File: src/rtl/ll_fifo_rr_drain_pkg.sv
// ----------------------------------------------------------------------------
// ll_fifo_pkg
// Shared definitions for the linked_list_fifo drain/steer stages.
//   sel_width_f : width of a queue select / tag for a given queue count
//                 (never narrower than 1 bit)
//   qid_t       : queue id type for the default two-queue configuration
// ----------------------------------------------------------------------------
package ll_fifo_pkg;

  // Queue-select width: a single queue still needs a 1-bit tag.
  function automatic int sel_width_f(input int num_fifos);
    if (num_fifos <= 2) begin
      return 1;
    end else begin
      return $clog2(num_fifos);
    end
  endfunction

  localparam int NUM_FIFOS_DEF = 2;
  localparam int SEL_WIDTH_DEF = sel_width_f(NUM_FIFOS_DEF);

  typedef logic [SEL_WIDTH_DEF-1:0] qid_t;

endpackage

File: src/rtl/ll_fifo_rr_drain_if.sv
// ----------------------------------------------------------------------------
// ll_fifo_rr_drain_if
// Bundles the FIFO pop side and the tagged valid/ready output stream of the
// drain stage.
//   master : the drain stage (drives pop/pop_sel and the output stream)
//   slave  : the environment (FIFO + downstream consumer)
// Signals:
//   fifo_empty [NUM_FIFOS] per-queue empty        fifo_data [WIDTH] head word
//   pop, pop_sel           pop strobe and queue   out_valid/out_ready handshake
//   out_data [WIDTH]       output word            out_qid  source queue
// ----------------------------------------------------------------------------
interface ll_fifo_rr_drain_if
  import ll_fifo_pkg::*;
#(
  parameter int WIDTH     = 8,
  parameter int NUM_FIFOS = 2,
  parameter int SEL_WIDTH = sel_width_f(NUM_FIFOS)
) ();

  logic [NUM_FIFOS-1:0] fifo_empty;
  logic [WIDTH-1:0]     fifo_data;
  logic                 pop;
  logic [SEL_WIDTH-1:0] pop_sel;
  logic                 out_valid;
  logic                 out_ready;
  logic [WIDTH-1:0]     out_data;
  logic [SEL_WIDTH-1:0] out_qid;

  modport master (
    input  fifo_empty, fifo_data, out_ready,
    output pop, pop_sel, out_valid, out_data, out_qid
  );

  modport slave (
    output fifo_empty, fifo_data, out_ready,
    input  pop, pop_sel, out_valid, out_data, out_qid
  );

endinterface

File: src/rtl/ll_fifo_rr_drain_arb.sv
// ----------------------------------------------------------------------------
// rr_arbiter_comb
// Purely combinational round-robin arbiter. Scans req starting at rr_ptr and
// wraps modulo NUM_FIFOS (correct for non-power-of-2 counts).
//   req_i    [NUM_FIFOS] request vector
//   rr_ptr_i [SEL_WIDTH] highest-priority index, must be < NUM_FIFOS
//   any_o                at least one request
//   winner_o [SEL_WIDTH] granted index, 0 when nothing requests
// ----------------------------------------------------------------------------
module rr_arbiter_comb
  import ll_fifo_pkg::*;
#(
  parameter int NUM_FIFOS = 2,
  parameter int SEL_WIDTH = sel_width_f(NUM_FIFOS)
) (
  input  logic [NUM_FIFOS-1:0] req_i,
  input  logic [SEL_WIDTH-1:0] rr_ptr_i,
  output logic                 any_o,
  output logic [SEL_WIDTH-1:0] winner_o
);

  // First requester at or after rr_ptr, wrapping by subtraction rather than
  // a bit-mask so odd queue counts rotate correctly.
  always_comb begin
    int idx;
    logic found;
    idx      = 0;
    found    = 1'b0;
    winner_o = {SEL_WIDTH{1'b0}};
    for (int k = 0; k < NUM_FIFOS; k++) begin
      idx = int'(rr_ptr_i) + k;
      if (idx >= NUM_FIFOS) begin
        idx = idx - NUM_FIFOS;
      end else begin
        idx = idx;
      end
      if (!found && req_i[idx]) begin
        found    = 1'b1;
        winner_o = SEL_WIDTH'(idx);
      end else begin
        found    = found;
      end
    end
    any_o = found;
  end

endmodule

File: src/rtl/ll_fifo_rr_drain.sv
// ----------------------------------------------------------------------------
// ll_fifo_rr_drain
// Drain stage for the shared linked_list_fifo: round-robin pops among the
// non-empty, enabled queues into a 2-entry skid buffer presented as a tagged
// valid/ready stream. An empty queue is never popped.
//   clk, rst        clock, synchronous active-low reset
//   bus (master)    FIFO pop side + output stream (see ll_fifo_rr_drain_if)
//   en_mask  in     per-queue drain enable
//   pop_cnt  out    total pops since reset, wrapping
//   busy     out    buffer holds data or a queue is eligible
// ----------------------------------------------------------------------------
module ll_fifo_rr_drain
  import ll_fifo_pkg::*;
#(
  parameter int WIDTH     = 8,
  parameter int NUM_FIFOS = 2,
  parameter int SEL_WIDTH = sel_width_f(NUM_FIFOS),
  parameter int CNT_WIDTH = 16
) (
  input  logic                 clk,
  input  logic                 rst,
  ll_fifo_rr_drain_if.master   bus,
  input  logic [NUM_FIFOS-1:0] en_mask,
  output logic [CNT_WIDTH-1:0] pop_cnt,
  output logic                 busy
);

  localparam logic [SEL_WIDTH-1:0] SEL_ONE  = SEL_WIDTH'(1);
  localparam logic [SEL_WIDTH-1:0] SEL_LAST = SEL_WIDTH'(NUM_FIFOS - 1);
  localparam logic [CNT_WIDTH-1:0] CNT_ONE  = CNT_WIDTH'(1);

  logic [NUM_FIFOS-1:0] elig_s;
  logic                 any_s;
  logic [SEL_WIDTH-1:0] winner_s;
  logic                 transfer_s;
  logic                 space_s;
  logic                 pop_s;

  logic [SEL_WIDTH-1:0] rr_ptr_q,    rr_ptr_d;
  logic [1:0]           buf_count_q, buf_count_d;
  logic                 out_valid_q, out_valid_d;
  logic [WIDTH-1:0]     head_data_q, head_data_d;
  logic [SEL_WIDTH-1:0] head_qid_q,  head_qid_d;
  logic [WIDTH-1:0]     tail_data_q, tail_data_d;
  logic [SEL_WIDTH-1:0] tail_qid_q,  tail_qid_d;
  logic [CNT_WIDTH-1:0] pop_cnt_q,   pop_cnt_d;

  assign elig_s = ~bus.fifo_empty & en_mask;

  rr_arbiter_comb #(
    .NUM_FIFOS (NUM_FIFOS),
    .SEL_WIDTH (SEL_WIDTH)
  ) u_arb (
    .req_i    (elig_s),
    .rr_ptr_i (rr_ptr_q),
    .any_o    (any_s),
    .winner_o (winner_s)
  );

  // A full buffer still accepts when its head leaves in the same cycle.
  assign transfer_s = out_valid_q & bus.out_ready;
  assign space_s    = (buf_count_q < 2'd2) | transfer_s;
  assign pop_s      = rst & any_s & space_s;

  assign bus.pop       = pop_s;
  assign bus.pop_sel   = pop_s ? winner_s : {SEL_WIDTH{1'b0}};
  assign bus.out_valid = out_valid_q;
  assign bus.out_data  = head_data_q;
  assign bus.out_qid   = head_qid_q;
  assign pop_cnt       = pop_cnt_q;
  assign busy          = out_valid_q | any_s;

  // Skid buffer next state: head feeds the output, tail holds the second word.
  always_comb begin
    buf_count_d = buf_count_q;
    head_data_d = head_data_q;
    head_qid_d  = head_qid_q;
    tail_data_d = tail_data_q;
    tail_qid_d  = tail_qid_q;
    case (buf_count_q)
      2'd0: begin
        if (pop_s) begin
          head_data_d = bus.fifo_data;
          head_qid_d  = winner_s;
          buf_count_d = 2'd1;
        end else begin
          buf_count_d = 2'd0;
        end
      end
      2'd1: begin
        case ({pop_s, transfer_s})
          2'b11: begin
            head_data_d = bus.fifo_data;
            head_qid_d  = winner_s;
          end
          2'b10: begin
            tail_data_d = bus.fifo_data;
            tail_qid_d  = winner_s;
            buf_count_d = 2'd2;
          end
          2'b01: begin
            buf_count_d = 2'd0;
          end
          default: begin
            buf_count_d = 2'd1;
          end
        endcase
      end
      2'd2: begin
        if (transfer_s) begin
          head_data_d = tail_data_q;
          head_qid_d  = tail_qid_q;
          if (pop_s) begin
            tail_data_d = bus.fifo_data;
            tail_qid_d  = winner_s;
          end else begin
            buf_count_d = 2'd1;
          end
        end else begin
          buf_count_d = 2'd2;
        end
      end
      default: begin
        buf_count_d = 2'd0;
      end
    endcase
    out_valid_d = (buf_count_d != 2'd0);
  end

  // Pointer moves just past the winner; statistics count every pop.
  always_comb begin
    rr_ptr_d  = rr_ptr_q;
    pop_cnt_d = pop_cnt_q;
    if (pop_s) begin
      if (winner_s == SEL_LAST) begin
        rr_ptr_d = {SEL_WIDTH{1'b0}};
      end else begin
        rr_ptr_d = winner_s + SEL_ONE;
      end
      pop_cnt_d = pop_cnt_q + CNT_ONE;
    end else begin
      rr_ptr_d  = rr_ptr_q;
      pop_cnt_d = pop_cnt_q;
    end
  end

  // State registers; reset drops any buffered words.
  always_ff @(posedge clk) begin
    if (!rst) begin
      rr_ptr_q    <= {SEL_WIDTH{1'b0}};
      buf_count_q <= 2'd0;
      out_valid_q <= 1'b0;
      head_data_q <= {WIDTH{1'b0}};
      head_qid_q  <= {SEL_WIDTH{1'b0}};
      tail_data_q <= {WIDTH{1'b0}};
      tail_qid_q  <= {SEL_WIDTH{1'b0}};
      pop_cnt_q   <= {CNT_WIDTH{1'b0}};
    end else begin
      rr_ptr_q    <= rr_ptr_d;
      buf_count_q <= buf_count_d;
      out_valid_q <= out_valid_d;
      head_data_q <= head_data_d;
      head_qid_q  <= head_qid_d;
      tail_data_q <= tail_data_d;
      tail_qid_q  <= tail_qid_d;
      pop_cnt_q   <= pop_cnt_d;
    end
  end

endmodule

File: src/flat_wrapper.sv
// flat-port wrapper written by rule: the top's interface ports become plain ports
module ll_fifo_rr_drain_flat import ll_fifo_pkg::*;
#(
  parameter int WIDTH     = 8,
  parameter int NUM_FIFOS = 2,
  parameter int SEL_WIDTH = sel_width_f(NUM_FIFOS),
  parameter int CNT_WIDTH = 16
)
  (clk, rst, en_mask, pop_cnt, busy, bus_fifo_empty, bus_fifo_data, bus_out_ready, bus_pop, bus_pop_sel, bus_out_valid, bus_out_data, bus_out_qid);
  ll_fifo_rr_drain_if #(.WIDTH(WIDTH), .NUM_FIFOS(NUM_FIFOS), .SEL_WIDTH(SEL_WIDTH)) bus_i ();
  input  logic clk;
  input  logic rst;
  input  logic [NUM_FIFOS-1:0] en_mask;
  output logic [CNT_WIDTH-1:0] pop_cnt;
  output logic busy;
  input wire logic [$bits(bus_i.fifo_empty)-1:0] bus_fifo_empty;
  input wire logic [$bits(bus_i.fifo_data)-1:0] bus_fifo_data;
  input wire logic [$bits(bus_i.out_ready)-1:0] bus_out_ready;
  output wire logic [$bits(bus_i.pop)-1:0] bus_pop;
  output wire logic [$bits(bus_i.pop_sel)-1:0] bus_pop_sel;
  output wire logic [$bits(bus_i.out_valid)-1:0] bus_out_valid;
  output wire logic [$bits(bus_i.out_data)-1:0] bus_out_data;
  output wire logic [$bits(bus_i.out_qid)-1:0] bus_out_qid;
  assign bus_i.fifo_empty = bus_fifo_empty;
  assign bus_i.fifo_data = bus_fifo_data;
  assign bus_i.out_ready = bus_out_ready;
  assign bus_pop = bus_i.pop;
  assign bus_pop_sel = bus_i.pop_sel;
  assign bus_out_valid = bus_i.out_valid;
  assign bus_out_data = bus_i.out_data;
  assign bus_out_qid = bus_i.out_qid;
  ll_fifo_rr_drain #(.WIDTH(WIDTH), .NUM_FIFOS(NUM_FIFOS), .SEL_WIDTH(SEL_WIDTH), .CNT_WIDTH(CNT_WIDTH)) u_core (.clk(clk), .rst(rst), .bus(bus_i), .en_mask(en_mask), .pop_cnt(pop_cnt), .busy(busy));
endmodule
File: config.mk
export PLATFORM = sky130hd
export DESIGN_NAME = ll_fifo_rr_drain_flat
export DESIGN_NICKNAME = d
export VERILOG_FILES = /design/src/rtl/ll_fifo_rr_drain_pkg.sv /design/src/rtl/ll_fifo_rr_drain_if.sv /design/src/rtl/ll_fifo_rr_drain_arb.sv /design/src/rtl/ll_fifo_rr_drain.sv /design/src/flat_wrapper.sv
export SDC_FILE = /design/constraint.sdc
export NUM_CORES = 1
export LEC_CHECK = 0
export CORE_AREA = 4 4 65 67
export DETAILED_ROUTE_END_ITERATION = 8
export DIE_AREA = 0 0 69 71
export GPL_TIMING_DRIVEN = 1
export PLACE_DENSITY = 0.78
export SETUP_SLACK_MARGIN = 0.15
export SLEW_MARGIN = 20
export SYNTH_ARGS = -nofsm -noshare
export SYNTH_HDL_FRONTEND = slang
export SYNTH_SLANG_ARGS = --single-unit
File: constraint.sdc
create_clock -name clk -period 3.4 [get_ports clk]
set_input_delay 0.68 -clock clk [delete_from_list [all_inputs] [get_ports clk]]
set_output_delay 0.68 -clock clk [all_outputs]
set_load 0.005 [all_outputs]
Yosys cells after proc, flatten, opt, wreduce, memory -nomap -nowiden. Cells that the tools add are included.

$add $sub $neg: 5. Multipliers: 0. Divide/modulo/power cells: 0. $lt $le $gt $ge: 5. Equality and inequality tests: 10. Shift-type cells: 0. Mux-type cells: 33. Bitwise operators: 7. Reductions and logical operators: 8.

Operators with widths (number): 32-bit by 3-bit less-than comparator with 1-bit output, second input constant (2); 32-bit 2-to-1 mux (2); 8-bit 2-to-1 mux (5); 8-bit case mux with 3 select lines (1); 1-bit 2-to-1 mux (18); 16-bit by 1-bit adder with 16-bit output, second input constant (1); 8-bit case mux with 2 select lines (1); 2-bit case mux with 3 select lines (2); 2-bit by 1-bit != test with 1-bit output, second input constant (4); 4-bit AND reduction (2); 2-bit equality test, second input constant (3); 2-bit by 1-bit equality test with 1-bit output, second input constant (2); 2-bit 2-to-1 mux (2); 2-bit nonzero test (2); 1-bit bitwise AND (3); 1-bit case mux with 3 select lines (1); 3-bit nonzero test (1); 1-bit by 2-bit subtractor with 3-bit output, second input constant (1); 2-bit by 2-bit subtractor with 3-bit output, second input constant (1); 1-bit by 1-bit adder with 2-bit output, second input constant (1); 2-bit bitwise AND (1); 1-bit by 2-bit greater-or-equal comparator with 1-bit output, second input constant (1); 2-bit greater-or-equal comparator, second input constant (1); 2-bit zero test (1); other kinds (8) (9).

Bits in registers: 38. Latch bits: 0. Bits in writable memories: 0. ROM bits: 0. Input bits: 15. Output and inout bits: 29. Logic and storage cells: 76. Memories kept: 0.

Depth between registers and ports, before layout. Gate-level depths: netlist of run 1.

Word-level depth: 15. Mapped depth: 6. Mapped depth without buffers: 5.

Modules after synthesis. A second synthesis of run 1 with hierarchy kept.

Cell total of the unflattened synthesis: 201. Area, all modules: 1769.2 um^2.

By module, submodules not included: ll_fifo_rr_drain (times used 1, cells an instance 198, area an instance 1751.7 um^2, sequential area each 760.7 um^2); rr_arbiter_comb (times used 1, cells an instance 3, area an instance 17.5 um^2, sequential area each 0.0 um^2).

Worst setup path after synthesis of run 1. OpenSTA, ideal clock, no wires.

Path kind: input port to output port. From: input bus_fifo_empty[0]. To: output bus_pop_sel. Arrival time: 1.618 ns. Required time: 2.720 ns. Setup slack: 1.102 ns. Cell stages on the path: 5. Buffers on the path: 1. Cells stage by stage: nand2b_1 > a211o_1 > buf_6 > inv_1 > and2_1.

Word-level cells in the longest chain between the ends: 12. Elaborated cells on any way between the ends: 17. Classes of those cells: mux (11); bitwise (4); reduce/logical (2).

RTL lines: start, declared (RTL line flat_wrapper.sv:16) `input wire logic [$bits(bus_i.fifo_empty)-1:0] bus_fifo_empty;`; 2-bit NOT * (RTL line ll_fifo_rr_drain.sv:48) `assign elig_s = ~bus.fifo_empty & en_mask;`; 2-bit bitwise AND * (RTL line ll_fifo_rr_drain.sv:48); 1-bit 2-to-1 mux (implied by the code) (3 in a row) (RTL line ll_fifo_rr_drain_arb.sv:37) `if (!found && req_i[idx]) begin`; 1-bit 2-to-1 mux (RTL line ll_fifo_rr_drain_arb.sv:37); 1-bit zero test (RTL line ll_fifo_rr_drain_arb.sv:37); 1-bit logical AND (RTL line ll_fifo_rr_drain_arb.sv:37); 1-bit 2-to-1 mux * (RTL line ll_fifo_rr_drain_arb.sv:37); 1-bit bitwise AND * (2 in a row) (RTL line ll_fifo_rr_drain.sv:63) `assign pop_s = rst & any_s & space_s;`; via bus_pop (RTL line flat_wrapper.sv:19) `output wire logic [$bits(bus_i.pop)-1:0] bus_pop;`; 1-bit 2-to-1 mux * (RTL line ll_fifo_rr_drain.sv:66) `assign bus.pop_sel = pop_s ? winner_s : {SEL_WIDTH{1'b0}};`; end, declared (RTL line flat_wrapper.sv:20) `output wire logic [$bits(bus_i.pop_sel)-1:0] bus_pop_sel;`.

Mark *: on every way through the listed nets, which the timed path passes. The rest lies on a longest branch. The select of a mux whose other input is x is not followed.

Worst setup path after layout of run 1.
From: input bus_fifo_empty[0]. To: output bus_pop_sel.

Word-level cells in the longest chain between the ends: 12. Elaborated cells on any way between the ends: 17. Classes of those cells: mux (11); bitwise (4); reduce/logical (2).

RTL lines (RTL line): 2-bit NOT * (ll_fifo_rr_drain.sv:48); 2-bit bitwise AND * (ll_fifo_rr_drain.sv:48); 1-bit 2-to-1 mux (implied by the code) (3 in a row) (ll_fifo_rr_drain_arb.sv:37); 1-bit 2-to-1 mux (ll_fifo_rr_drain_arb.sv:37); 1-bit zero test (ll_fifo_rr_drain_arb.sv:37); 1-bit logical AND (ll_fifo_rr_drain_arb.sv:37); 1-bit 2-to-1 mux (ll_fifo_rr_drain_arb.sv:37); 1-bit bitwise AND (2 in a row) (ll_fifo_rr_drain.sv:63); 1-bit 2-to-1 mux * (ll_fifo_rr_drain.sv:66).

Every way passes the cells marked *; elsewhere a longest branch is shown, timed or not. The select of a mux whose other input is x is not followed.

==> results by group, run 1 <==
Route
  • Post-DRT Antenna Nets: 0
  • Wirelength, routed: 4050 um
  • First-pass detailed-route iteration total: 4
  • Post-route DRC: 0
  • Number of DRC markers in iteration 0: 96
  • DR WL/cell: 13.6 um
  • Vias: 1,632
  • Via/cell ratio: 5.48

Worst setup path
  • Crit Path Category: primary input to primary output
  • Required time worst endpoint: 2.72 ns
  • Worst Path Max Fanout: 6
  • CP endpoint kind: primary output
  • Crit path DAT: 2.42 ns
  • Crit path launch type: primary input

Logic synthesis
  • Cell taking the most area after synthesis: dfxtp_1
  • Ranking of synthesized cells by area: dfxtp_1 43%, mux2i_1 6.9%, nand2_1 5.1%, o221a_2 5.1%, nor2_1 4.7%
  • Synth async-reset ratio: 0%
  • Yosys reg bits: 38
  • Yosys cell types: 35
  • Ys Warns: 0
  • Post-synth EDFFs: 0
  • Yosys top cell area share: 43.5%
  • Mapped Cells: 202
  • Mean post-synth cell area: 8.67 um2
  • Synthesized area: 0.00175 mm2
  • Syn Nets: 218
  • Register area share after synthesis: 43.5%
  • Top FF cell, synth: dfxtp_1

Timing
  • Setup tns final: 0 ns
  • Final Max Tran Viols: 0
  • Fmax: 0.322 GHz
  • Worst slew margin: 51.5%
  • Worst Skew: 0.00775 ns
  • Setup violators final: 0
  • Minimum clock period: 3.10 ns
  • Unrepaired setup endpoints after global routing: false
  • Hold Vio Cnt, Final: 0
  • Final clock period utilization by the worst path: 91.3%
  • Actual slew at the worst max-slew pin: 0.723 ns

Finish
  • Antenna diodes: 0
  • Area Growth Syn to Fin: 35.8%
  • Seq. cell area: 761 um2
  • Layout Nets: 265
  • Most common cell after layout, fill and taps aside: clkdlybuf4s50_1
  • Filler cells: 334
  • Area of the multi-input gates: 910 um2
  • Commonest non-fill, non-tap cells in the layout: 43 x clkdlybuf4s50_1, 38 x dfxtp_1, 24 x nand2_1
  • Share of layout cells above drive strength 1: 9.60%
  • Final core utilization: 65.4%

Job
  • Max Cap Violations: 0

Clock network
  • CTS tree: built
  • H-tree level count: 2
  • Clock sinks: 38
  • Postcts setup bufs: 0
  • CTS Buf Count: 5
  • CTS clk-pin slew, worst paths: 0.08 ns
  • Clock buffer depth: 2
  • Clk_lat worst skew: 0.29 ns
  • Clock root cell: clkbuf_8

Power
  • Lkg Pwr: 0.000949 uW
  • IR drop worst, VDD: 0.282 mV
  • PwrDens: 451 mW/mm2

Place
  • I/O Buffers: 43
  • DPL Wire Length: 2820 um
  • Final weighted congestion in routability-driven placement: 0.774

GRT
  • Vias in the first global route: 1,563
  • Total grt overflow: 0
  • First-pass GRT wire length: 7170 um
  • GRT Util Overall: 17.5%
  • Initial antenna violation count: 0
  • Largest net degree at the start of global routing: 24

Floorplan
  • DIE AREA: 0.00490 mm2
  • Die height: 71 um
  • Core area: 0.00363 mm2
  • # IOs: 44
  • Row Count: 22
  • DIE WIDTH: 69 um
  • Initial core utilization: 48.2%

Outcome
  • Status: complete, no violations

Hold path
  • Worst Hold Class: register to register
[per-stage QoR]
stage | power, uW | cell area [um2] | setup WS (ns) | cells | hold WS, ns
after floorplan | 557 | 1750 | 1.10 | 202 | 0.433
after global placement | 622 | 2240 | 0.281 | 290 | 0.445
after detailed placement | 623 | 2240 | 0.251 | 290 | 0.452
after CTS | 1080 | 2380 | 0.233 | 298 | 0.463
after global routing | 1110 | 2380 | 0.168 | 298 | 0.479
final | 1070 | 2380 | 0.297 | 298 | 0.461
[flip-flops by register name, indices dropped and copies added, names as in the netlist]
signal and count:
u_core.bus.out_valid 1, u_core.tail_qid_q 1, u_core.bus.out_data 8, u_core.tail_data_q 8
u_core.buf_count_q 2, u_core.rr_ptr_q 1, u_core.pop_cnt 16, u_core.bus.out_qid 1
[critical path, cell delays in order]
cell             delay (ns)
clkdlybuf4s50_1        0.41
nand2b_1               0.22
a211o_1                0.35
inv_2                  0.10
and2_1                 0.15
clkdlybuf4s50_1        0.50
[cell type report]
class | count | share of cell area, %
inverter | 11 | 1.74
multi-input combinational | 145 | 38.3
tap | 48 | 2.53
timing repair buffer | 48 | 19.7
clock inverter | 3 | 2.89
sequential | 38 | 32.0
clock buffer | 5 | 2.89
[report_power, final]
group          internal (uW)  total (uW)  switching [uW]
Clock                    294         458             164
Combinational           73.6         132            58.2
Sequential               466         482            15.8
[path summary, 6_finish.rpt]
check	from	end	slack, ns	cells after the start
min reg2reg	u_core.tail_data_q[0]	u_core.tail_data_q[0]	0.46	2
max reg2reg	u_core.bus.out_valid	u_core.pop_cnt[11]	1.59	5
max	bus_fifo_empty[0]	bus_pop_sel	0.30	6
min	u_core.tail_data_q[0]	u_core.tail_data_q[0]	0.46	2
[synth_stat cells, types with 3 or more instances]
library cell / count
dfxtp_1: 38
inv_1: 11
o31ai_1: 8
nand2b_1: 6
nor2_1: 22
nand3_1: 10
o21ai_0: 5
clkbuf_1: 5
nor2b_1: 3
nand2_1: 24
xnor2_1: 3
or4_1: 7
nand4_1: 3
o221a_2: 8
mux2i_1: 12
o21a_1: 3
a21oi_1: 11
[routing by layer]
metal  wire, um  vias up  track usage (%)
met3        220        8             3.69
met5          0        -                0
met1       1900      753             23.2
met4         57        0             5.86
met2       1870       43             28.3
li1           -      828                -
[cell families (layout without fill, tap and decap cells)]
kind of cell             count (synthesis)  count (layout)  share of synthesized area (%)
AO/OA/AOI/OAI                           45              45                           19.2
XOR/XNOR                                 3               3                           1.50
adder cells (fa/ha/maj)                  1               1                          0.715
buffers and inverters                   19              67                           4.57
flip-flops                              38              38                           43.5
multiplexers                            12              12                           6.86
AND/OR/NAND/NOR                         84              84                           23.7
[what timing repair did]
action                     4_1_cts  5_1_grt
setup endpoints to repair        0        1
gates resized for setup          0        1
hold buffers                     0        0
Note: power is estimated with default switching activity, not from simulation.
==> run 2: changes to the inputs <==
--- a/config.mk
+++ b/config.mk
@@ -5,11 +5,11 @@
 export SDC_FILE = /design/constraint.sdc
 export NUM_CORES = 1
 export LEC_CHECK = 0
-export CORE_AREA = 4 4 65 67
+export CORE_AREA = 4 4 76 78
 export DETAILED_ROUTE_END_ITERATION = 8
-export DIE_AREA = 0 0 69 71
+export DIE_AREA = 0 0 80 82
 export GPL_TIMING_DRIVEN = 1
-export PLACE_DENSITY = 0.78
+export REMOVE_ABC_BUFFERS = 1
 export SETUP_SLACK_MARGIN = 0.15
 export SLEW_MARGIN = 20
 export SYNTH_ARGS = -nofsm -noshare
==> run 2 against run 1 <==
Against the previous run: final area shrank 1.0%; critical path depth is the same; core utilization shrank 19 points; combinational power is essentially flat; via count shrank 2.1%; die area grew 34%; register-to-register slack is essentially flat; clock power shrank 36%; non-clock buffer count grew 1; sequential share of layout area grew 0.32 points; total power shrank 15%; clock skew shrank 0.0026 ns; critical endpoint unchanged; largest cell class unchanged.
==> results by group, run 2 (synthesis results as in run 1) <==
Hold path
  • Worst Hold Class: register to register

Clock network
  • Clk_lat worst skew: 0.29 ns
  • Clock buffer depth: 2
  • Clock root cell: clkbuf_8
  • CTS clk-pin slew, worst paths: 0.07 ns
  • CTS Hold Bufs: 0
  • CTS Buf Count: 5
  • Clock sinks: 38
  • Postcts setup bufs: 0
  • CTS tree: built
  • H-tree level count: 2
  • Cts repair resizes: 0

Finish
  • Antenna diodes: 0
  • Share of layout cells above drive strength 1: 9.60%
  • Commonest non-fill, non-tap cells in the layout: 43 x clkdlybuf4s50_1, 38 x dfxtp_1, 24 x nand2_1
  • Layout Nets: 266
  • Max reg flops: 16
  • Final Cell Area: 0.00235 mm2
  • Filler cells: 541
  • Area of the multi-input gates: 910 um2
  • Most common cell after layout, fill and taps aside: clkdlybuf4s50_1
  • Cell Count, Final, Fillers Out: 320
  • Seq. cell area: 761 um2
  • Area Growth Syn to Fin: 34.5%

Timing
  • Setup tns final: 0 ns
  • Fmax: 0.323 GHz
  • Final clock period utilization by the worst path: 90.9%
  • Final Max Tran Viols: 0
  • Setup violators final: 0
  • Hold Vio Cnt, Final: 0
  • Worst slew margin: 58.7%
  • Fin Hold WS: 0.462 ns
  • Setup slack after layout: 0.308 ns
  • Worst Skew: 0.00514 ns
  • Minimum clock period: 3.09 ns
  • Unrepaired setup endpoints after global routing: false
  • Actual slew at the worst max-slew pin: 0.618 ns

Worst setup path
  • CP most frequent cell: clkdlybuf4s50_1
  • CP endpoint kind: primary output
  • Crit-path cells: clkdlybuf4s50_1 > nand2b_1 > a211o_1 > inv_2 > and2_1 > clkdlybuf4s50_1
  • Required time worst endpoint: 2.72 ns
  • Crit path DAT: 2.41 ns
  • Crit path launch type: primary input
  • Critical path's slowest cell: clkdlybuf4s50_1
  • Crit Path Category: primary input to primary output
  • Worst Path Max Fanout: 6
  • Reg2Reg Setup Slack: 1.59 ns
  • Max incr delay on CP: 0.50 ns

Power
  • Comb power frac: 14.6%
  • Reg power frac: 53.1%
  • Clock power share: 32.3%
  • Sw Share: 25.3%
  • PwrDens: 386 mW/mm2
  • Cell-internal power: 679 uW
  • IR drop worst, VDD: 0.226 mV
  • Lkg Pwr: 0.000929 uW
  • Net switching power: 230 uW

Route
  • Post-DRT Antenna Nets: 0
  • Via/cell ratio: 4.99
  • Number of DRC markers in iteration 0: 76
  • Wirelength, routed: 4340 um
  • First-pass detailed-route iteration total: 4
  • DR WL/cell: 13.6 um
  • Post-route DRC: 0
  • Vias: 1,598

Floorplan
  • Die height: 82 um
  • Initial core utilization: 34.5%
  • # IOs: 44
  • Row Count: 26
  • DIE AREA: 0.00656 mm2
  • Core area: 0.00507 mm2
  • DIE WIDTH: 80 um

GRT
  • Largest net degree at the start of global routing: 24
  • Initial antenna violation count: 0
  • First-pass GRT wire length: 7510 um
  • GRT Util Overall: 14.6%
  • Vias in the first global route: 1,588
  • Total grt overflow: 0

Place
  • Dpl cells: 313
  • I/O Buffers: 43
  • Placed Instance Area: 0.00227 mm2
  • DPL Wire Length: 3000 um
  • Final weighted congestion in routability-driven placement: 0.750
  • Placement Setup Slack: 0.236 ns

Outcome
  • Status: complete, no violations

Job
  • Max Cap Violations: 0
==> run 2: metal layers <==
layer,GRT usage (%),share of wire [%],vias up
met5,0,0,-
met4,5.07,1.3,0
met3,4.06,5.9,7
met2,23.5,44,46
met1,18.7,48,723
li1,-,-,822
==> run 2: stage by stage <==
stage	total power, uW	utilization [%]
detailed placement	626	44.8
global route	956	46.4
finish	908	46.4
global placement	625	44.8
floorplan	551	-
CTS	921	46.4
==> run 2: area by class of cell <==
class / instances / area share [%]
Multi-Input combinational cell: 145 / 38.6
Sequential cell: 38 / 32.3
Timing Repair Buffer: 49 / 20.2
Tap cell: 70 / 3.72
Clock buffer: 5 / 2.92
Inverter: 11 / 1.75
Clock inverter: 2 / 0.425
==> run 2: worst paths after layout <==
check	cells after the start	endpoint	start
worst min-delay path	2	u_core.tail_data_q[7]	u_core.tail_data_q[7]
worst min register to register	2	u_core.tail_data_q[7]	u_core.tail_data_q[7]
worst max register to register	5	u_core.pop_cnt[12]	u_core.bus.out_valid
worst max-delay path	6	bus_pop_sel	bus_fifo_empty[0]
==> run 2: worst max-delay path, delay by kind of cell <==
kind	cells	cell delay (ns)
AND/OR/NAND/NOR	2	0.37
AO/OA/AOI/OAI	1	0.34
buffers and inverters	3	1.02
==> run 2: power by group through the flow <==
stage	registers, uW	logic [uW]	clock network (uW)
3_3_place_gp	492	133	0
2_1_floorplan	490	60.2	0
6_report	482	133	293
5_1_grt	486	148	322
3_5_place_dp	492	134	0
4_1_cts	482	135	304
==> run 3: changes to the inputs <==
--- a/config.mk
+++ b/config.mk
@@ -5,9 +5,10 @@
 export SDC_FILE = /design/constraint.sdc
 export NUM_CORES = 1
 export LEC_CHECK = 0
-export CORE_AREA = 4 4 76 78
+export CORE_AREA = 2 2 74 76
+export CTS_CLUSTER_SIZE = 24
 export DETAILED_ROUTE_END_ITERATION = 8
-export DIE_AREA = 0 0 80 82
+export DIE_AREA = 0 0 76 78
 export GPL_TIMING_DRIVEN = 1
 export REMOVE_ABC_BUFFERS = 1
 export SETUP_SLACK_MARGIN = 0.15
==> run 3 against run 2 <==
Against the previous run: sequential share of layout area is 0.12 points lower; critical endpoint unchanged; critical path depth stayed put; largest cell class unchanged; combinational power hardly changed; highest routed layer unchanged; total power is 4.3% higher.
==> results by group, run 3 (synthesis results as in run 1) <==
Timing
  • Actual slew at the worst max-slew pin: 0.715 ns
  • Final Max Tran Viols: 0
  • Fmax: 0.323 GHz
  • Worst slew margin: 52.0%
  • Setup slack after layout: 0.301 ns
  • Minimum clock period: 3.10 ns
  • Unrepaired setup endpoints after global routing: false
  • Setup tns final: 0 ns
  • Worst Skew: 0.00746 ns
  • Setup violators final: 0
  • Final clock period utilization by the worst path: 91.1%
  • Hold Vio Cnt, Final: 0

Floorplan
  • DIE AREA: 0.00593 mm2
  • # IOs: 44
  • Initial core utilization: 34.7%
  • DIE WIDTH: 76 um
  • Row Count: 26
  • Die height: 78 um
  • Core area: 0.00504 mm2

Power
  • Comb power frac: 13.9%
  • Net switching power: 245 uW
  • Lkg Pwr: 0.000928 uW
  • Reg power frac: 50.9%
  • IR drop worst, VDD: 0.163 mV
  • Sw Share: 25.8%
  • Clock power share: 35.2%
  • PwrDens: 401 mW/mm2
  • Cell-internal power: 703 uW

Clock network
  • H-tree level count: 2
  • CTS clk-pin slew, worst paths: 0.08 ns
  • CTS Hold Bufs: 0
  • Clk_lat worst skew: 0.30 ns
  • CTS tree: built
  • CTS Buf Count: 5
  • Clock buffer depth: 2
  • Clock sinks: 38
  • Clock root cell: clkbuf_8

Worst setup path
  • Crit path DAT: 2.42 ns
  • Max incr delay on CP: 0.50 ns
  • Critical path's slowest cell: clkdlybuf4s50_1
  • Largest delay share family, worst path: buffers and inverters
  • Crit path buf inv count: 3
  • Crit Path Category: primary input to primary output
  • R2R cell count: 5
  • CP most frequent cell: clkdlybuf4s50_1
  • Required time worst endpoint: 2.72 ns
  • Crit-path cells: clkdlybuf4s50_1 > nand2b_1 > a211o_1 > inv_2 > and2_1 > clkdlybuf4s50_1
  • Worst Path Max Fanout: 6
  • Crit path depth: 6
  • CP endpoint kind: primary output
  • Crit path launch type: primary input

GRT
  • GRT Util Overall: 15.1%
  • Initial antenna violation count: 0
  • Total grt overflow: 0
  • Vias in the first global route: 1,489
  • Largest net degree at the start of global routing: 24
  • First-pass GRT wire length: 7220 um

Route
  • Via/cell ratio: 4.97
  • Vias: 1,591
  • Post-route DRC: 0
  • Number of DRC markers in iteration 0: 63
  • Post-DRT Antenna Nets: 0
  • DR WL/cell: 13.3 um
  • Wirelength, routed: 4250 um
  • First-pass detailed-route iteration total: 4

Place
  • Placed Instance Area: 0.00227 mm2
  • Placement Setup Slack: 0.233 ns
  • I/O Buffers: 43
  • DPL Wire Length: 2900 um
  • Final weighted congestion in routability-driven placement: 0.744

Finish
  • Max reg flops: 16
  • Commonest non-fill, non-tap cells in the layout: 43 x clkdlybuf4s50_1, 38 x dfxtp_1, 24 x nand2_1
  • Antenna diodes: 0
  • Share of layout cells above drive strength 1: 9.60%
  • Filler cells: 512
  • Area Growth Syn to Fin: 35.0%
  • Layout Nets: 265
  • Final Cell Area: 0.00236 mm2
  • Most common cell after layout, fill and taps aside: clkdlybuf4s50_1

Outcome
  • Status: complete, no violations

Hold path
  • Hold Path Depth: 2
  • Worst Hold Class: register to register

Job
  • Max Cap Violations: 0
==> run 3: cell type report <==
| class | count | area (um2) | area share, % |
|---|---|---|---|
| Multi-Input combinational cell | 145 | 910 | 38.5 |
| Sequential cell | 38 | 761 | 32.2 |
| Timing Repair Buffer | 48 | 468 | 19.8 |
| Tap cell | 70 | 87.6 | 3.71 |
| Clock buffer | 6 | 82.6 | 3.50 |
| Inverter | 11 | 41.3 | 1.75 |
| Clock inverter | 2 | 12.5 | 0.530 |
==> run 3: through the flow <==
step / utilization [%] / instances / hold slack [ns] / total power [uW]
6_report: 46.8 / 320 / 0.464 / 947
5_1_grt: 46.8 / 320 / 0.482 / 992
4_1_cts: 46.8 / 320 / 0.466 / 961
3_5_place_dp: 45.0 / 312 / 0.454 / 625
3_3_place_gp: 45.0 / 312 / 0.445 / 624
2_1_floorplan: - / 194 / 0.433 / 551
==> run 3: worst paths after layout <==
path                                      startpoint                 end  slack, ns
worst min-delay path              u_core.bus.out_qid  u_core.bus.out_qid       0.46
worst max register to register  u_core.bus.out_valid   u_core.pop_cnt[9]       1.59
worst min register to register    u_core.bus.out_qid  u_core.bus.out_qid       0.46
worst max-delay path               bus_fifo_empty[0]         bus_pop_sel       0.30
==> run 3: routing by layer <==
layer,part of all wire (%),global-route usage (%),up-vias
met2,42,22.8,52
met5,0,0,-
met1,50,20.5,713
li1,-,-,822
met4,0.89,4.36,0
met3,7.2,4.88,4
==> run 3: worst reg2reg max path: stages (launching register included) <==
cell and delay (ns):
dfxtp_1 0.42, a21boi_1 0.14, a211o_1 0.31, buf_4 0.20
or4_1 0.52, a21oi_1 0.14
==> run 3: repair_timing <==
item	CTS	global route
endpoints found under the setup margin	0	1
resized for setup	0	1
buffers inserted	0	0
endpoints found under the hold margin	0	0
==> run 3: power groups by stage <==
stage               logic [uW]  registers (uW)  clock network [uW]
finish                     132             482                 333
global route               145             485                 362
CTS                        134             482                 345
detailed placement         133             492                   0
global placement           132             492                   0
floorplan                 60.2             490                   0
